## src/rtl/traffic_light_monitor.sv

```systemverilog
// Passive checker for the two-approach signal-head bus.
// Decodes NS/EW codes to a phase and latches the first rule violation.
module traffic_light_monitor #(
  parameter int MIN_GREEN  = 1,
  parameter int MIN_YELLOW = 1,
  parameter int MAX_DWELL  = 16,
  parameter int CNT_W      = 8
) (
  input  logic             clk,
  input  logic             rst,
  input  logic [1:0]       ns_light,
  input  logic [1:0]       ew_light,
  input  logic             clear,
  output logic [1:0]       phase,
  output logic             phase_valid,
  output logic             fault,
  output logic [2:0]       fault_code,
  output logic [CNT_W-1:0] dwell,
  output logic [15:0]      cycle_count
);

  localparam logic [CNT_W-1:0] MING = CNT_W'(MIN_GREEN);
  localparam logic [CNT_W-1:0] MINY = CNT_W'(MIN_YELLOW);
  localparam logic [CNT_W-1:0] MAXD = CNT_W'(MAX_DWELL);

  typedef enum logic [1:0] {
    IDLE,
    TRACK,
    FLT
  } state_t;

  state_t           state, state_n;
  logic [1:0]       s_ns, s_ew;
  logic             primed;
  logic [1:0]       phase_n;
  logic             pv_n, fault_n;
  logic [2:0]       code_n;
  logic [CNT_W-1:0] dwell_n;
  logic [15:0]      cc_n;

  logic             ok;
  logic [1:0]       ph;
  logic [2:0]       bad;
  logic [CNT_W-1:0] min_d;
  logic             stall;

  always_comb begin
    ok = 1'b1;
    ph = 2'd0;
    unique case ({s_ns, s_ew})
      4'b1000: ph = 2'd0;
      4'b0100: ph = 2'd1;
      4'b0010: ph = 2'd2;
      4'b0001: ph = 2'd3;
      default: ok = 1'b0;
    endcase
  end

  // Both heads showing a non-red aspect outranks an illegal code.
  assign bad   = (s_ns != 2'b00 && s_ew != 2'b00) ? 3'd1 : 3'd2;
  assign min_d = phase[0] ? MINY : MING;
  assign stall = (MAX_DWELL != 0) && (dwell >= MAXD);

  always_comb begin
    state_n = state;
    phase_n = phase;
    pv_n    = phase_valid;
    fault_n = fault;
    code_n  = fault_code;
    dwell_n = dwell;
    cc_n    = cycle_count;
    unique case (state)
      IDLE: begin
        if (primed) begin
          if (!ok) begin
            state_n = FLT;
            fault_n = 1'b1;
            code_n  = bad;
            pv_n    = 1'b0;
          end else if (ph == 2'd0) begin
            state_n = TRACK;
            phase_n = 2'd0;
            dwell_n = {{(CNT_W-1){1'b0}}, 1'b1};
            pv_n    = 1'b1;
          end
        end
      end
      TRACK: begin
        if (!ok) begin
          state_n = FLT;
          fault_n = 1'b1;
          code_n  = bad;
          pv_n    = 1'b0;
        end else if (ph == phase) begin
          if (stall) begin
            state_n = FLT;
            fault_n = 1'b1;
            code_n  = 3'd5;
            pv_n    = 1'b0;
          end else if (!(&dwell)) begin
            dwell_n = dwell + 1'b1;
          end
        end else if (ph == phase + 2'd1) begin
          if (dwell < min_d) begin
            state_n = FLT;
            fault_n = 1'b1;
            code_n  = 3'd4;
            pv_n    = 1'b0;
          end else begin
            phase_n = ph;
            dwell_n = {{(CNT_W-1){1'b0}}, 1'b1};
            if (phase == 2'd3) cc_n = cycle_count + 16'd1;
          end
        end else begin
          state_n = FLT;
          fault_n = 1'b1;
          code_n  = 3'd3;
          pv_n    = 1'b0;
        end
      end
      FLT: begin
        if (clear) begin
          state_n = IDLE;
          fault_n = 1'b0;
          code_n  = 3'd0;
          dwell_n = '0;
        end
      end
      default: state_n = IDLE;
    endcase
  end

  always_ff @(posedge clk or posedge rst) begin
    if (rst) begin
      state       <= IDLE;
      s_ns        <= 2'b00;
      s_ew        <= 2'b00;
      primed      <= 1'b0;
      phase       <= 2'd0;
      phase_valid <= 1'b0;
      fault       <= 1'b0;
      fault_code  <= 3'd0;
      dwell       <= '0;
      cycle_count <= 16'd0;
    end else begin
      state       <= state_n;
      s_ns        <= ns_light;
      s_ew        <= ew_light;
      primed      <= 1'b1;
      phase       <= phase_n;
      phase_valid <= pv_n;
      fault       <= fault_n;
      fault_code  <= code_n;
      dwell       <= dwell_n;
      cycle_count <= cc_n;
    end
  end

endmodule
```

## config.mk

```make
export PLATFORM = sky130hd
export DESIGN_NAME = traffic_light_monitor
export DESIGN_NICKNAME = d
export VERILOG_FILES = /design/src/rtl/traffic_light_monitor.sv
export SDC_FILE = /design/constraint.sdc
export NUM_CORES = 1
export LEC_CHECK = 0
export BUFFER_PORTS_ARGS = -buffer_cell sky130_fd_sc_hd__buf_2
export CAP_MARGIN = 10
export CORE_ASPECT_RATIO = 0.5
export CORE_MARGIN = 5
export CORE_UTILIZATION = 50
export CTS_BUF_LIST = sky130_fd_sc_hd__clkbuf_2
export DETAILED_ROUTE_END_ITERATION = 10
export HOLD_SLACK_MARGIN = 0.15
export PLACE_DENSITY = 0.72
export SLEW_MARGIN = 20
export SYNTH_ARGS = -nofsm -noshare
export SYNTH_HDL_FRONTEND = slang
export SYNTH_SLANG_ARGS = --single-unit
```

## constraint.sdc

```tcl
create_clock -name clk -period 3.7 [get_ports clk]
set_clock_uncertainty 0.1 [all_clocks]
set_input_delay 0.74 -clock clk [delete_from_list [all_inputs] [get_ports clk]]
set_output_delay 0.74 -clock clk [all_outputs]
set_load 0.1 [all_outputs]
```

==> impl_metrics.json, run 1 <==
{
  "finalCriticalPeriod_ns": 2.70,
  "worstPathArrival_ns": 2.92,
  "synthTopCellsByCount": "dfrtp_1, nand2_1, nor2_1, inv_1, nor3_1",
  "start_util": 0.509,
  "synthTopCellsByArea": "dfrtp_1, ha_1, xnor2_1, xor2_1, nand2_1",
  "synth_fa_ha_area_frac": 0.0513,
  "reg2reg_from": "s_ew[0]",
  "yosysWarnings": 0,
  "hold_viol_final": 0,
  "fillCellCount": 391,
  "cts_buffer_depth": 2,
  "synth_ff_type": "dfrtp_1",
  "clock_latency_ns": 0.39,
  "synth.most_common_cell": "dfrtp_1",
  "synthesis.nets": 235,
  "utilization": 0.572,
  "ctsHoldBuffers": 0,
  "clkTransAtPathRegs_ns": 0.21,
  "power_density_nw_per_um2": 496,
  "hpwl_mm": 3.54,
  "grt_pass1_vias": 1800,
  "end_kind": "register",
  "firstDrtPassIters": 4,
  "ys_async_sr_fraction": 1.00,
  "synth_edf_count": 0,
  "cts_resized": 0,
  "gp_congestion": 0.848,
  "r2r_cells": 6,
  "grt_pass1_wl_mm": 8.44,
  "drt_iter0_markers": 91,
  "grt_overflow": 0,
  "synth.top_cell.area_share": 0.433,
  "fp-row-count": 17,
  "area_growth_pct": 12.4,
  "fmax_mhz": 370,
  "ys_ff_latch": 38,
  "io_buffers": 37,
  "ys_types": 54,
  "layout-drive-gt1-share": 0.213,
  "multiInputGateArea_sq_um": 1180,
  "cts.sinks": 38,
  "path_class": "reg2reg",
  "die_x_um": 104,
  "p_leak_nw": 1.20,
  "max-vdd-ir-drop_mv": 0.165,
  "antenna_found_initial": 0,
  "cts_setup_buffers": 0,
  "vias": 1828,
  "worst_r2r_endpoint": "cycle_count[15]",
  "core_area_sq_um": 4320,
  "die_area_sq_um": 5900,
  "synth_area_sq_um": 2200,
  "grt.total_usage": 0.172,
  "r2r_slack_ns": 1.00,
  "vias_per_cell": 5.80,
  "ant_nets": 0,
  "grt_max_degree": 39,
  "ios": 38,
  "synth_top_family_by_area": "simple AND/OR/NAND/NOR gates",
  "die_y_um": 56.9,
  "slew_viol_final": 0,
  "finalSetupTns_ns": 0,
  "antenna_cells": 0,
  "synth-compound-area-share": 0.142,
  "path_max_fanout": 14,
  "cp-start-kind": "register",
  "synth_mux_area_frac": 0.0438,
  "drc": 0,
  "hp-class": "in2async",
  "cts_tree": "built",
  "avgSynthCellArea_sq_um": 10.0,
  "wl_per_cell_um": 15.5,
  "synth.largest_area_cell": "dfrtp_1",
  "cp.required_ns": 3.93,
  "seq_area_sq_um": 951,
  "synthXorXnorAreaFrac": 0.0638,
  "synthSimpleGateAreaFrac": 0.233,
  "cts_made_buffers": 5,
  "setup_viol": 0,
  "clk_root_buffer_cell": "clkbuf_2",
  "tightest_slew_ns": 0.783,
  "htreeDepth": 2,
  "syn_inst": 219,
  "ys_seq_area_frac": 0.433,
  "routed_wl_mm": 4.87,
  "status": "complete, no violations",
  "layout_worst_path_cycle_share": 0.730,
  "slew_headroom": 0.478,
  "final_nets": 274,
  "max_cap_violations": 0,
  "rsz0062_at_grt": "no"
}
## worst max-delay path, stage by stage, from the launching register on
cell       delay [ns]
dfrtp_1          0.56
or4b_1           0.61
o211ai_2         0.14
nand4_1          0.23
nand4bb_1        0.46
nor4_2           0.36
xor2_1           0.18
## per-layer routing
metal  vias up  routed length [um]  track usage  share of wire
li1        879                   -            -              -
met1       888                2330        0.237           0.48
met2        55                2200        0.267           0.45
met3         6                 308       0.0482          0.063
met4         0                  35       0.0443         0.0072
met5         -                   0            0              0
## cell families (layout without fill, tap and decap cells)
family / count (synthesis) / count (layout)
multiplexers: 9 / 9
adder cells (fa/ha/maj): 9 / 9
flip-flops: 38 / 38
AO/OA/AOI/OAI: 40 / 40
buffers and inverters: 17 / 56
AND/OR/NAND/NOR: 89 / 89
XOR/XNOR: 16 / 16
other: 1 / 1
## through the flow
| step | power (mW) | std cells | area [sq um] | setup slack, ns | hold WS [ns] |
|---|---|---|---|---|---|
| finish | 1.22 | 315 | 2470 | 1.00 | 0.318 |
| detailed placement | 1.04 | 308 | 2430 | 1.04 | 0.369 |
| global placement | 1.03 | 308 | 2430 | 1.12 | 0.363 |
| CTS | 1.23 | 315 | 2470 | 0.999 | 0.314 |
| floorplan | 0.942 | 219 | 2200 | 0.805 | 0.412 |
| global route | 1.29 | 315 | 2470 | 0.833 | 0.299 |
## worst max-delay path by stage
stage	startpoint	end	slack, ns	depth (start not counted)
floorplan	dwell[6]	cycle_count[7]	0.81	7
global placement	s_ns[0]	cycle_count[15]	1.12	6
detailed placement	s_ns[0]	cycle_count[15]	1.04	6
CTS	s_ew[0]	cycle_count[15]	1.0	6
global route	s_ew[0]	cycle_count[10]	0.83	6
finish	s_ew[0]	cycle_count[15]	1.00	6
## report_power, final
group	switching, mW	internal (mW)	total (mW)
Clock	0.141	0.0411	0.182
Combinational	0.406	0.149	0.555
Sequential	0.0361	0.451	0.488
Total	0.582	0.642	1.22
## sequential cells by signal, indices dropped and copies added, names as in the netlist
| register | count |
|---|---|
| phase | 2 |
| primed | 1 |
| fault_code | 3 |
| s_ns | 2 |
| cycle_count | 16 |
| s_ew | 2 |
| state | 2 |
| fault | 1 |
| phase_valid | 1 |
| dwell | 8 |
## cells in the final DEF (no fill, tap or decap), types with 2 or more instances in the layout
master	Yosys	final
dfrtp_1	38	38
buf_2	4	37
nand2_1	16	16
nor2_1	15	15
nor3_1	11	11
inv_1	11	11
nand3_1	10	10
xnor2_1	9	9
ha_1	9	9
a21oi_1	8	8
xor2_1	7	7
nand2b_1	6	6
a31oi_1	6	6
mux2_1	5	5
nand4_1	5	5
clkbuf_2	0	5
mux2i_1	4	4
nor2b_1	4	4
o21ai_0	3	3
o211ai_1	3	3
and3_1	3	3
nand3b_1	2	2
nor4b_1	2	2
nor4bb_1	2	2
or4b_1	2	2
o211ai_2	2	2
a221oi_1	2	2
nor4_2	2	2
clkinv_2	0	2
## area by class of cell
class                      instances  share of cell area
clock inverter                     2             0.00405
timing repair buffer              38              0.0781
multi-input combinational        164               0.477
tap                               57              0.0289
inverter                          11              0.0167
clock buffer                       5              0.0101
sequential                        38               0.385
No activity file was read; power rests on OpenSTA's default activity.
==> run 2, diff against run 1 <==
==> constraint.sdc (replaced) <==
create_clock -name clk -period 2.6 [get_ports clk]
set_clock_uncertainty 0.1 [all_clocks]
set_input_delay 0.52 -clock clk [delete_from_list [all_inputs] [get_ports clk]]
set_output_delay 0.52 -clock clk [all_outputs]
set_load 0.1 [all_outputs]
==> run 2 against run 1 <==
  * Critical path type unchanged
  * Largest power group unchanged
  * Routed wire length grew 7.0%
  * Sequential power grew 42%
  * First-iteration DRC count rose by 30%
  * Register-to-register slack lost 0.95 ns
  * Global-route usage up 1.5 points
==> impl_metrics.json, run 2 (synthesized netlist as in run 1, its figures left out) <==
{
  "status": "complete, no violations",
  "setup_viol": 0,
  "start_util": 0.509,
  "antenna_found_initial": 0,
  "reg_top3": "cycle_count x16, dwell x8, fault_code x3",
  "finalSetupTns_ns": 0,
  "layout_worst_path_cycle_share": 0.982,
  "clk_root_buffer_cell": "clkbuf_2",
  "grt_use_met2": 0.303,
  "finalPower_mw": 1.91,
  "routed_wl_mm": 5.22,
  "cts_tree": "built",
  "max_cap_violations": 0,
  "cp.required_ns": 2.83,
  "final_nets": 294,
  "fp-row-count": 17,
  "path_max_fanout": 6,
  "path_class": "reg2reg",
  "die_y_um": 56.9,
  "layout-drive-gt1-share": 0.305,
  "slew_headroom": 0.470,
  "slew_viol_final": 0,
  "clkTransAtPathRegs_ns": 0.21,
  "core_area_sq_um": 4320,
  "gp_congestion": 0.897,
  "r2r_slack_ns": 0.05,
  "grt_max_degree": 21,
  "hp-class": "in2reg",
  "firstDrtPassIters": 4,
  "power_density_nw_per_um2": 702,
  "final_cell_mix": "buf_2, dfrtp_1, nand2_1, buf_4, nor2_1",
  "final_area_sq_um": 2730,
  "cts.sinks": 38,
  "area_growth_pct": 24.2,
  "rsz0062_at_grt": "yes",
  "grt.total_usage": 0.187,
  "final_common_cell": "buf_2",
  "finalCriticalPeriod_ns": 2.55,
  "fin_ws_ns": 0.0457,
  "die_area_sq_um": 5900,
  "ios": 38,
  "fmax_mhz": 391,
  "io_buffers": 37,
  "ant_nets": 0,
  "p_leak_nw": 1.33,
  "placed_cell_area_sq_um": 2560,
  "max-vdd-ir-drop_mv": 0.319,
  "drt_iter0_markers": 118,
  "worstPathArrival_ns": 2.79,
  "tightest_slew_ns": 0.794,
  "clock_latency_ns": 0.43,
  "dp_slack_ns": -0.0380,
  "vias_per_cell": 5.57,
  "antenna_cells": 0,
  "die_x_um": 104,
  "end_kind": "register",
  "hpwl_mm": 3.80,
  "vias": 1873,
  "grt_pass1_wl_mm": 8.91,
  "cts_made_buffers": 5,
  "cp-start-kind": "register",
  "htreeDepth": 2,
  "busiest_layer": "met2",
  "drc": 0,
  "grt_pass1_vias": 1869,
  "cts_buffer_depth": 2,
  "use_met1": 0.247,
  "wl_per_cell_um": 15.5,
  "largest_reg_flops": 16,
  "regMostFlops": "cycle_count",
  "utilization": 0.632,
  "grt_overflow": 0,
  "hold_viol_final": 0,
  "use_met3": 0.0425
}
run 2: layout make-up:
cell class                 count  area [sq um]
clock buffer                   6          30.0
clock inverter                 2          33.8
fill                         376          1590
inverter                      11          41.3
multi-input combinational    164          1230
sequential                    38           967
tap                           57          71.3
timing repair buffer          58           355
run 2: per-layer routing:
| layer | share of wire | wire length, um | vias to the layer above |
|---|---|---|---|
| li1 | - | - | 914 |
| met1 | 0.48 | 2500 | 890 |
| met2 | 0.45 | 2370 | 61 |
| met3 | 0.050 | 261 | 8 |
| met4 | 0.016 | 81 | 0 |
| met5 | 0 | 0 | - |
run 2: final timing paths:
kind / cells after the start / endpoint / startpoint
setup / recovery: 5 / fault_code[2] / dwell[6]
hold / removal: 4 / state[1] / clear
setup reg to reg: 5 / fault_code[2] / dwell[6]
hold reg to reg: 1 / cycle_count[11] / cycle_count[11]
max in group asynchronous: 4 / cycle_count[4] / rst
min in group asynchronous: 3 / dwell[6] / rst
run 2: metrics by stage:
stage          instances  hold WS [ns]
2_1_floorplan        219         0.412
3_3_place_gp         322         0.372
3_5_place_dp         322         0.375
4_1_cts              335         0.362
5_1_grt              336         0.407
6_report             336         0.364
run 2: critical path: stages (launching register included):
cell	delay [ns]
dfrtp_4	0.52
or4_4	0.51
or4b_4	0.60
a21oi_4	0.26
o211ai_2	0.14
mux2_1	0.33
run 2: what timing repair did:
item | 4_1_cts | 5_1_grt
hold endpoints to repair | 21 | 0
pin swaps | 0 | 4
resized for setup | 3 | 5
gates cloned | 0 | 0
hold buffers | 5 | 0
setup endpoints to repair | 7 | 7
buffers inserted | 0 | 1
run 2: where the power goes:
group,internal (mW),switching (mW)
clock network,0.164,0.217
registers,0.645,0.0467
logic,0.255,0.587
==> run 3, diff against run 2 <==
--- a/config.mk
+++ b/config.mk
@@ -8,7 +8,6 @@
 export BUFFER_PORTS_ARGS = -buffer_cell sky130_fd_sc_hd__buf_2
 export CAP_MARGIN = 10
 export CORE_ASPECT_RATIO = 0.5
-export CORE_MARGIN = 5
 export CORE_UTILIZATION = 50
 export CTS_BUF_LIST = sky130_fd_sc_hd__clkbuf_2
 export DETAILED_ROUTE_END_ITERATION = 10
==> run 3 against run 2 <==
  * Die area fell by 21%
  * Cell area rose by 0.18%
  * Cell count fell by 1.5%
  * First-iteration DRC count rose by 28%
  * Register-to-register slack got worse by 0.02 ns
  * Sequential power barely moved
  * Flip-flop and latch count did not move
  * Power barely moved
  * Non-clock buffer count fell by 2
  * Routed wire length rose by 0.82%
  * Clock-buffer cell count did not move
  * Fmax fell by 0.92%
  * Critical path type unchanged
  * Largest cell class unchanged
==> impl_metrics.json, run 3 (synthesized netlist as in run 1, its figures left out) <==
{
  "status": "complete, no violations",
  "clkTransAtPathRegs_ns": 0.20,
  "hold_viol_final": 0,
  "largest_reg_flops": 16,
  "clock_latency_ns": 0.38,
  "drt_iter0_markers": 151,
  "clk_root_buffer_cell": "clkbuf_2",
  "grt_max_degree": 39,
  "ios": 38,
  "firstDrtPassIters": 6,
  "grt_overflow": 0,
  "cp.required_ns": 2.80,
  "grt_pass1_vias": 1839,
  "final_cell_mix": "buf_2, dfrtp_1, nand2_1",
  "antenna_cells": 0,
  "core_area_sq_um": 4040,
  "reg2reg_from": "dwell[6]",
  "setup_viol": 0,
  "gp_congestion": 0.839,
  "finalHoldWorstSlack_ns": 0.404,
  "max-vdd-ir-drop_mv": 0.320,
  "fmax_mhz": 388,
  "path_max_fanout": 6,
  "rsz0062_at_grt": "yes",
  "die_x_um": 95.7,
  "layout_worst_path_cycle_share": 0.992,
  "path_depth": 5,
  "p_leak_nw": 1.32,
  "cp-endpoint": "fault_code[0]",
  "cts_tree": "built",
  "slew_viol_final": 0,
  "worstPathCellList": "or4_4 > or4b_4 > a21oi_4 > o211ai_2 > mux2_1",
  "layout-drive-gt1-share": 0.310,
  "end_kind": "register",
  "slew_headroom": 0.648,
  "routed_wl_mm": 5.26,
  "hpwl_mm": 3.70,
  "hp-start": "cycle_count[13]",
  "regMostFlops": "cycle_count",
  "antenna_found_initial": 0,
  "fp-row-count": 16,
  "die_area_sq_um": 4680,
  "reg_top3": "cycle_count x16, dwell x8, fault_code x3",
  "start_util": 0.543,
  "utilization": 0.676,
  "hp-class": "reg2reg",
  "crit_family": "simple AND/OR/NAND/NOR gates",
  "grt.total_usage": 0.243,
  "die_y_um": 48.9,
  "crit_start": "dwell[6]",
  "vias": 1928,
  "htreeDepth": 2,
  "tightest_slew_ns": 0.528,
  "finalCriticalPeriod_ns": 2.58,
  "final_nets": 292,
  "worstPathArrival_ns": 2.77,
  "ant_nets": 0,
  "wl_per_cell_um": 15.9,
  "cp_slowest_cell": "or4_4",
  "r2r_cells": 5,
  "io_buffers": 37,
  "fillCellCount": 331,
  "r2r_slack_ns": 0.02,
  "vias_per_cell": 5.82,
  "max_cap_violations": 0,
  "cts_made_buffers": 5,
  "cts_buffer_depth": 2,
  "slowest_delay_ns": 0.56,
  "drc": 0,
  "area_growth_pct": 24.4,
  "final_common_cell": "buf_2",
  "cts.sinks": 38,
  "worst_r2r_endpoint": "fault_code[0]",
  "path_class": "reg2reg",
  "cp-start-kind": "register",
  "critPathBufInv": 0,
  "power_density_nw_per_um2": 700,
  "grt_pass1_wl_mm": 8.67
}
-- run 3: repair_timing --
item                                   4_1_cts  5_1_grt
setup buffers                                1        0
endpoints found under the hold margin       42        0
hold buffers                                 5        0
setup endpoints to repair                    5       18
gates resized for setup                      2       11
-- run 3: worst min path at each step --
stage	endpoint	depth (start not counted)
4_1_cts	cycle_count[13]	1
3_5_place_dp	cycle_count[15]	1
6_report	cycle_count[13]	1
2_1_floorplan	phase_valid	2
3_3_place_gp	fault_code[0]	1
5_1_grt	cycle_count[15]	1
-- run 3: per-layer routing --
layer | vias to the layer above | global-route usage | routed length [um]
met1 | 947 | 0.336 | 2460
met3 | 8 | 0.0685 | 320
met5 | - | 0 | 0
met4 | 0 | 0.0398 | 41
li1 | 913 | - | -
met2 | 60 | 0.388 | 2440
-- run 3: final cells by class --
class / count / area (sq um) / share of cell area
multi-input cells: 164 / 1250 / 0.458
well taps: 54 / 67.6 / 0.0247
clock buffers: 6 / 30.0 / 0.0110
flip-flops and latches: 38 / 968 / 0.354
repair buffers: 56 / 340 / 0.124
clock inverters: 2 / 33.8 / 0.0124
inverters: 11 / 41.3 / 0.0151
-- run 3: metrics by stage --
step | std cells | total power, mW | cell area (sq um) | setup slack [ns] | setup TNS, ns
3_5_place_dp | 317 | 1.52 | 2540 | -0.0151 | -0.0231
6_report | 331 | 1.91 | 2730 | 0.0218 | 0
4_1_cts | 331 | 1.90 | 2670 | 0.0422 | 0
3_3_place_gp | 317 | 1.50 | 2540 | 0.0726 | 0
2_1_floorplan | 219 | 1.34 | 2220 | -0.00727 | -0.0165
5_1_grt | 331 | 2.01 | 2730 | -0.0307 | -0.0586
-- run 3: power breakdown --
| group | internal (mW) | switching [mW] | leakage (nW) |
|---|---|---|---|
| Sequential | 0.645 | 0.0478 | 0.495 |
| Clock | 0.164 | 0.206 | 0.0406 |
| Combinational | 0.248 | 0.602 | 0.781 |
| Total | 1.06 | 0.856 | 1.32 |
